==> src/rtl/caxi4interconnect_fifo_downsize_if.sv <==
// Handshake bundle for the width-down FIFO: wide write side and narrow
// valid/ready read side, plus the occupancy flags.
interface caxi4interconnect_fifo_downsize_if #(
   parameter int DATA_WIDTH_IN  = 128,
   parameter int DATA_WIDTH_OUT = 32
);
   localparam int LW = $clog2(DATA_WIDTH_IN / DATA_WIDTH_OUT);

   logic                      wr_en;
   logic [DATA_WIDTH_IN-1:0]  data_in;
   logic [LW-1:0]             wr_lanes;
   logic                      rd_ready;
   logic                      rd_valid;
   logic [DATA_WIDTH_OUT-1:0] data_out;
   logic                      rd_last;
   logic                      wr_overflow;
   logic                      fifo_full;
   logic                      fifo_empty;
   logic                      fifo_nearly_full;
   logic                      fifo_nearly_empty;
   logic                      fifo_one_from_full;

   // FIFO side
   modport slave (
      input  wr_en, data_in, wr_lanes, rd_ready,
      output rd_valid, data_out, rd_last, wr_overflow,
             fifo_full, fifo_empty, fifo_nearly_full,
             fifo_nearly_empty, fifo_one_from_full
   );

   // Producer / consumer side
   modport master (
      output wr_en, data_in, wr_lanes, rd_ready,
      input  rd_valid, data_out, rd_last, wr_overflow,
             fifo_full, fifo_empty, fifo_nearly_full,
             fifo_nearly_empty, fifo_one_from_full
   );
endinterface

==> src/rtl/caxi4interconnect_fifo_downsize.sv <==
// Width-down FIFO: stores one wide entry (plus its lane count) per write and
// replays it as narrow beats, lane 0 first, with first-word fall-through.
// Flags count whole entries; a partially drained head still counts as one.
module caxi4interconnect_fifo_downsize #(
   parameter int MEM_DEPTH           = 16,
   parameter int DATA_WIDTH_IN       = 128,
   parameter int DATA_WIDTH_OUT      = 32,
   parameter int NEARLY_FULL_THRESH  = 12,
   parameter int NEARLY_EMPTY_THRESH = 2
) (
   input  logic clk,
   input  logic rst,
   caxi4interconnect_fifo_downsize_if.slave bus
);
   localparam int R               = DATA_WIDTH_IN / DATA_WIDTH_OUT;
   localparam int LW              = $clog2(R);
   localparam bit CLAMP           = ($clog2(MEM_DEPTH) < 2);
   localparam int FIFO_SIZE       = CLAMP ? 4 : MEM_DEPTH;
   localparam int FIFO_ADDR_WIDTH = $clog2(FIFO_SIZE);
   localparam int CW              = $clog2(FIFO_SIZE + 1);
   localparam int NEARLY_FULL     = CLAMP ? 3 : NEARLY_FULL_THRESH;
   localparam int NEARLY_EMPTY    = CLAMP ? 1 : NEARLY_EMPTY_THRESH;
   localparam int EW              = DATA_WIDTH_IN + LW;

   localparam logic [CW-1:0]              C_FULL     = CW'(FIFO_SIZE);
   localparam logic [CW-1:0]              C_ONE_FULL = CW'(FIFO_SIZE - 1);
   localparam logic [CW-1:0]              C_NFULL    = CW'(NEARLY_FULL);
   localparam logic [CW-1:0]              C_NEMPTY   = CW'(NEARLY_EMPTY);
   localparam logic [FIFO_ADDR_WIDTH-1:0] C_LAST_PTR = FIFO_ADDR_WIDTH'(FIFO_SIZE - 1);

   logic [EW-1:0]              r_mem [FIFO_SIZE];
   logic [FIFO_ADDR_WIDTH-1:0] r_wrptr;
   logic [FIFO_ADDR_WIDTH-1:0] r_rdptr;
   logic [CW-1:0]              r_count;
   logic [LW-1:0]              r_lane_cnt;
   logic                       r_wr_overflow;

   logic [EW-1:0]             w_head;
   logic [LW-1:0]             w_head_lanes;
   logic [DATA_WIDTH_OUT-1:0] w_lane [2**LW];
   logic                      w_full;
   logic                      w_empty;
   logic                      w_wr_acc;
   logic                      w_beat;
   logic                      w_last;
   logic                      w_pop;

   // Pointers wrap explicitly so non-power-of-two depths also work.
   function automatic logic [FIFO_ADDR_WIDTH-1:0] ptr_inc(input logic [FIFO_ADDR_WIDTH-1:0] p);
      return (p == C_LAST_PTR) ? '0 : p + 1'b1;
   endfunction

   assign w_full       = (r_count == C_FULL);
   assign w_empty      = (r_count == '0);
   assign w_head       = r_mem[r_rdptr];
   assign w_head_lanes = w_head[EW-1 -: LW];

   // Split the head entry into lanes; slots beyond R read as zero.
   for (genvar gi = 0; gi < 2**LW; gi++) begin : g_lane
      if (gi < R) begin : g_used
         assign w_lane[gi] = w_head[DATA_WIDTH_OUT*gi +: DATA_WIDTH_OUT];
      end else begin : g_unused
         assign w_lane[gi] = '0;
      end
   end

   assign w_last   = !w_empty && (r_lane_cnt == w_head_lanes);
   assign w_wr_acc = bus.wr_en && !w_full;
   assign w_beat   = !w_empty && bus.rd_ready;
   assign w_pop    = w_beat && w_last;

   assign bus.rd_valid           = !w_empty;
   assign bus.data_out           = w_lane[r_lane_cnt];
   assign bus.rd_last            = w_last;
   assign bus.wr_overflow        = r_wr_overflow;
   assign bus.fifo_full          = w_full;
   assign bus.fifo_empty         = w_empty;
   assign bus.fifo_one_from_full = (r_count == C_ONE_FULL);
   assign bus.fifo_nearly_full   = (r_count >= C_NFULL);
   assign bus.fifo_nearly_empty  = (r_count <= C_NEMPTY);

   // Entry storage: no reset, contents are only meaningful below count.
   always_ff @(posedge clk) begin
      if (w_wr_acc) begin
         r_mem[r_wrptr] <= {bus.wr_lanes, bus.data_in};
      end
   end

   // Pointer, lane, occupancy and overflow-pulse state.
   always_ff @(posedge clk or posedge rst) begin
      if (rst) begin
         r_wrptr       <= '0;
         r_rdptr       <= '0;
         r_count       <= '0;
         r_lane_cnt    <= '0;
         r_wr_overflow <= 1'b0;
      end else begin
         if (w_wr_acc) begin
            r_wrptr <= ptr_inc(r_wrptr);
         end
         if (w_pop) begin
            r_rdptr    <= ptr_inc(r_rdptr);
            r_lane_cnt <= '0;
         end else if (w_beat) begin
            r_lane_cnt <= r_lane_cnt + 1'b1;
         end
         case ({w_wr_acc, w_pop})
            2'b10:   r_count <= r_count + 1'b1;
            2'b01:   r_count <= r_count - 1'b1;
            default: r_count <= r_count;
         endcase
         // A write arriving while full is dropped even if a pop frees a slot.
         r_wr_overflow <= bus.wr_en && w_full;
      end
   end
endmodule

==> src/flat_wrapper.sv <==
// flat-port wrapper written by rule: the top's interface ports become plain ports
module caxi4interconnect_fifo_downsize_flat 
#(
   parameter int MEM_DEPTH           = 16,
   parameter int DATA_WIDTH_IN       = 128,
   parameter int DATA_WIDTH_OUT      = 32,
   parameter int NEARLY_FULL_THRESH  = 12,
   parameter int NEARLY_EMPTY_THRESH = 2
)
  (clk, rst, bus_wr_en, bus_data_in, bus_wr_lanes, bus_rd_ready, bus_rd_valid, bus_data_out, bus_rd_last, bus_wr_overflow, bus_fifo_full, bus_fifo_empty, bus_fifo_nearly_full, bus_fifo_nearly_empty, bus_fifo_one_from_full);
  caxi4interconnect_fifo_downsize_if #(.DATA_WIDTH_IN(DATA_WIDTH_IN), .DATA_WIDTH_OUT(DATA_WIDTH_OUT)) bus_i ();
  input  logic clk;
  input  logic rst;
  input wire logic [$bits(bus_i.wr_en)-1:0] bus_wr_en;
  input wire logic [$bits(bus_i.data_in)-1:0] bus_data_in;
  input wire logic [$bits(bus_i.wr_lanes)-1:0] bus_wr_lanes;
  input wire logic [$bits(bus_i.rd_ready)-1:0] bus_rd_ready;
  output wire logic [$bits(bus_i.rd_valid)-1:0] bus_rd_valid;
  output wire logic [$bits(bus_i.data_out)-1:0] bus_data_out;
  output wire logic [$bits(bus_i.rd_last)-1:0] bus_rd_last;
  output wire logic [$bits(bus_i.wr_overflow)-1:0] bus_wr_overflow;
  output wire logic [$bits(bus_i.fifo_full)-1:0] bus_fifo_full;
  output wire logic [$bits(bus_i.fifo_empty)-1:0] bus_fifo_empty;
  output wire logic [$bits(bus_i.fifo_nearly_full)-1:0] bus_fifo_nearly_full;
  output wire logic [$bits(bus_i.fifo_nearly_empty)-1:0] bus_fifo_nearly_empty;
  output wire logic [$bits(bus_i.fifo_one_from_full)-1:0] bus_fifo_one_from_full;
  assign bus_i.wr_en = bus_wr_en;
  assign bus_i.data_in = bus_data_in;
  assign bus_i.wr_lanes = bus_wr_lanes;
  assign bus_i.rd_ready = bus_rd_ready;
  assign bus_rd_valid = bus_i.rd_valid;
  assign bus_data_out = bus_i.data_out;
  assign bus_rd_last = bus_i.rd_last;
  assign bus_wr_overflow = bus_i.wr_overflow;
  assign bus_fifo_full = bus_i.fifo_full;
  assign bus_fifo_empty = bus_i.fifo_empty;
  assign bus_fifo_nearly_full = bus_i.fifo_nearly_full;
  assign bus_fifo_nearly_empty = bus_i.fifo_nearly_empty;
  assign bus_fifo_one_from_full = bus_i.fifo_one_from_full;
  caxi4interconnect_fifo_downsize #(.MEM_DEPTH(MEM_DEPTH), .DATA_WIDTH_IN(DATA_WIDTH_IN), .DATA_WIDTH_OUT(DATA_WIDTH_OUT), .NEARLY_FULL_THRESH(NEARLY_FULL_THRESH), .NEARLY_EMPTY_THRESH(NEARLY_EMPTY_THRESH)) u_core (.clk(clk), .rst(rst), .bus(bus_i));
endmodule
==> config.mk <==
export PLATFORM = sky130hd
export DESIGN_NAME = caxi4interconnect_fifo_downsize_flat
export DESIGN_NICKNAME = d
export VERILOG_FILES = /design/src/rtl/caxi4interconnect_fifo_downsize_if.sv /design/src/rtl/caxi4interconnect_fifo_downsize.sv /design/src/flat_wrapper.sv
export SDC_FILE = /design/constraint.sdc
export NUM_CORES = 2
export LEC_CHECK = 0
export CORE_AREA = 2 2 409 452
export DETAILED_ROUTE_END_ITERATION = 6
export DIE_AREA = 0 0 411 454
export GPL_ROUTABILITY_DRIVEN = 0
export SYNTH_ARGS = -nofsm -noshare
export SYNTH_HDL_FRONTEND = slang
export SYNTH_SLANG_ARGS = --single-unit
==> constraint.sdc <==
create_clock -name clk -period 17.1 [get_ports clk]
set_clock_uncertainty 0.2 [all_clocks]
set_input_delay 1.71 -clock clk [delete_from_list [all_inputs] [get_ports clk]]
set_output_delay 1.71 -clock clk [all_outputs]
set_load 0.05 [all_outputs]
==> reports/qor.yml <==
outcome: "completed"
worst_slack_ns: 8.57
ant_nets: 0
die_w_um: 411
post-dp-hpwl_um: 94500
dp_worst_setup_slack_ns: 9.18
ff2ff_setup_slack_ns: 10.97
min_path_type: "reg2reg"
setup_viol: 0
wl_per_cell_um: 30.8
grt_pass1_vias: 36000
antenna_found_initial: 31
die_height_um: 454
powerDensity_mw_per_mm2: 169
vias: 34500
fillCellCount: 14300
maxSlewHeadroom: 0.266
sw_frac_of_total: 0.303
drt_pass1_iterations: 5
p_sw_mw: 4.64
grt-ovfl-total: 0
final_nets: 3481
track_usage: 0.198
tightest_slew_ns: 1.10
finalHoldViolCount: 0
dieArea_mm2: 0.187
clock_path_buffers: 3
cts.repair.resized: 0
crit_slowest_cell: "dfrtp_4"
h-tree-depth: 4
crit_family: "buffers and inverters"
avgSynthCellArea_um2: 26.1
synth_edf_count: 2080
synthCells: 3051
vias_per_cell: 5.83
ir_drop_mv: 0.204
clock-sinks: 2096
drt_iter0_drc: 3325
drc: 0
drt_wl_total_um: 183000
stdcell_area_mm2: 0.0909
floorplan.initialDensity: 0.436
timing.setup.tns_ns: 0
worstPathCellList: "buf_12, buf_4, buf_12, mux4_2, mux4_2, mux4_2, clkdlybuf4s50_1"
fmax_mhz: 117
ys_ff_latch: 2096
syn_area_mm2: 0.0797
cts_tree: "done"
ff_latch_area_mm2: 0.0629
maxCapViolCount: 0
numCtsBuffers: 208
multi_input_area_mm2: 0.0161
critical_path_buf_inv_count: 4
ys_types: 41
holdPathStages: 1
hold_ws_ns: 0.377
io_buffers: 173
core_mm2: 0.183
ys_async_sr_fraction: 0.00763
ys.flop_type: "edfxtp_1"
cp_common_cell: "mux4_2"
setup.worst_path.start: "u_core.r_rdptr[0]$_DFFE_PP0P_"
worst_r2r_path_depth: 15
p_clk_frac: 0.282
p_comb_frac: 0.304
path_clk_slew_ns: 0.06
period_share: 0.499
rows: 165
clock_latency_ns: 0.84
rsz0062_at_grt: "no"
drv_slew: 0
min_from: "u_core.r_count[4]$_DFFE_PP0P_"
area_growth_pct: 14.1
cp-end-kind: "primary output"
cp.required_ns: 15.19
cts_hold_buffers: 0
grt_max_degree: 126
cts_root_buffer: "clkbuf_16"
path_max_fanout: 106
grt_pass1_wl_um: 264000
leakage_nw: 27.7
arrival_ns: 6.62
synth.net_count: 3195
start_kind: "register"
max_stage_delay_ns: 0.91
r2r-start: "u_core.r_rdptr[0]$_DFFE_PP0P_"
path_depth: 7
postPlaceCellArea_mm2: 0.0844
power_frac_seq: 0.414
postCtsSetupBuffers: 0
yosys_warnings: 0
criticalPathCategory: "reg2out"
power.internal_mw: 10.7
drive_gt1_frac: 0.297
fin_crit_ns: 8.53
io_pins: 174
ys_seq_area_frac: 0.789
## cells by family after synthesis
group,share of synthesized area
DFF,0.789
muxes,0.193
buffers and inverters,0.00950
and+or+nand+nor,0.00390
AOI/OAI and AO/OA,0.00176
adders and majority gates,0.00167
xor gates and xnor gates,0.000974
## placed cells by master, fill, tap and decap left out, types with 7 or more instances in the layout
cell type           n
bufinv_16          12
dfrtp_1            10
nand2_1            13
edfxtp_1         2080
nor2_4             12
mux4_2            679
clkbuf_1           52
clkinv_1           56
buf_4              53
inv_6               7
clkbuf_16         210
buf_12             11
inv_1               7
ha_1                9
clkdlybuf4s50_1   173
clkinv_2           29
## final cells by class
class / instances / share of cell area
antenna: 6 / 0.000165
clock buffer: 262 / 0.0600
clock inverter: 115 / 0.0110
inverter: 7 / 0.000289
multi-input combinational: 787 / 0.178
sequential: 2096 / 0.692
tap: 2421 / 0.0333
timing repair buffer: 237 / 0.0258
## state kept, by name, indices dropped and copies added (netlist names)
register / flops
u_core.r_mem: 2080
u_core.r_count: 5
u_core.r_rdptr: 4
u_core.r_wrptr: 4
u_core.r_lane_cnt: 2
u_core.bus.wr_overflow: 1
## Yosys cell counts, types with 2 or more instances
cell type	instances	area, µm²
mux2i_1	4	40.0
nand3_1	6	30.0
inv_1	7	26.3
o21ai_0	5	25.0
dfrtp_1	16	400
a21oi_1	5	25.0
nor3_1	5	25.0
mux2_2	4	45.0
clkbuf_1	80	300
edfxtp_1	2080	62500
ha_1	9	113
nand4_1	3	18.8
nand2_1	13	48.8
buf_1	15	56.3
buf_6	7	78.8
xnor2_1	4	35.0
nand3b_1	2	15.0
mux4_2	679	15300
nand2b_1	3	18.8
nor2b_1	3	18.8
nor4_1	2	12.5
buf_2	59	295
xor2_1	3	26.3
nor2_1	16	60.1
a21o_1	4	30.0
and2_1	2	12.5
## worst register-to-register path, cell delays in order, from the launching register on
cell and delay [ns]:
dfrtp_4 0.91, buf_4 0.82, buf_4 0.91, mux4_2 0.68
and4b_1 0.20, nor4_1 0.28, nand3_1 0.22, nand3_1 0.25
inv_1 0.14, ha_1 0.31, fa_1 0.43, a21o_1 0.17
a21oi_1 0.16, xor2_1 0.16, nor2_1 0.06, xor2_1 0.14
## through the flow
step / cells / util / power [mW]
5_1_grt: 5929 / 0.498 / 15.9
6_report: 5931 / 0.498 / 15.3
3_3_place_gp: 5548 / 0.463 / 11.2
2_1_floorplan: 3051 / - / 9.74
4_1_cts: 5925 / 0.498 / 15.6
3_5_place_dp: 5548 / 0.463 / 11.3
## per-layer routing
metal	GRT usage	vias up	wire length [µm]
met1	0.271	19200	76100
met2	0.332	1006	93300
met3	0.0319	284	8970
met4	0.0579	12	4370
met5	0	-	84
li1	-	14100	-
## worst paths after layout
check / endpoint
max: bus_data_out[30]
min in group asynchronous: u_core.bus.wr_overflow$_DFF_PP0_
max reg2reg: u_core.r_count[4]$_DFFE_PP0P_
max in group asynchronous: u_core.r_lane_cnt[1]$_DFFE_PP0P_
min: u_core.r_count[4]$_DFFE_PP0P_
min reg2reg: u_core.r_count[4]$_DFFE_PP0P_
## power by group through the flow
stage / sequential, mW / clock (mW) / combinational (mW)
final: 6.35 / 4.32 / 4.66
after detailed placement: 6.46 / 0 / 4.79
after global placement: 6.45 / 0 / 4.77
after floorplan: 6.42 / 0 / 3.33
after global routing: 6.39 / 4.62 / 4.93
after CTS: 6.36 / 4.42 / 4.80
Power figures use the tool's default switching activity.
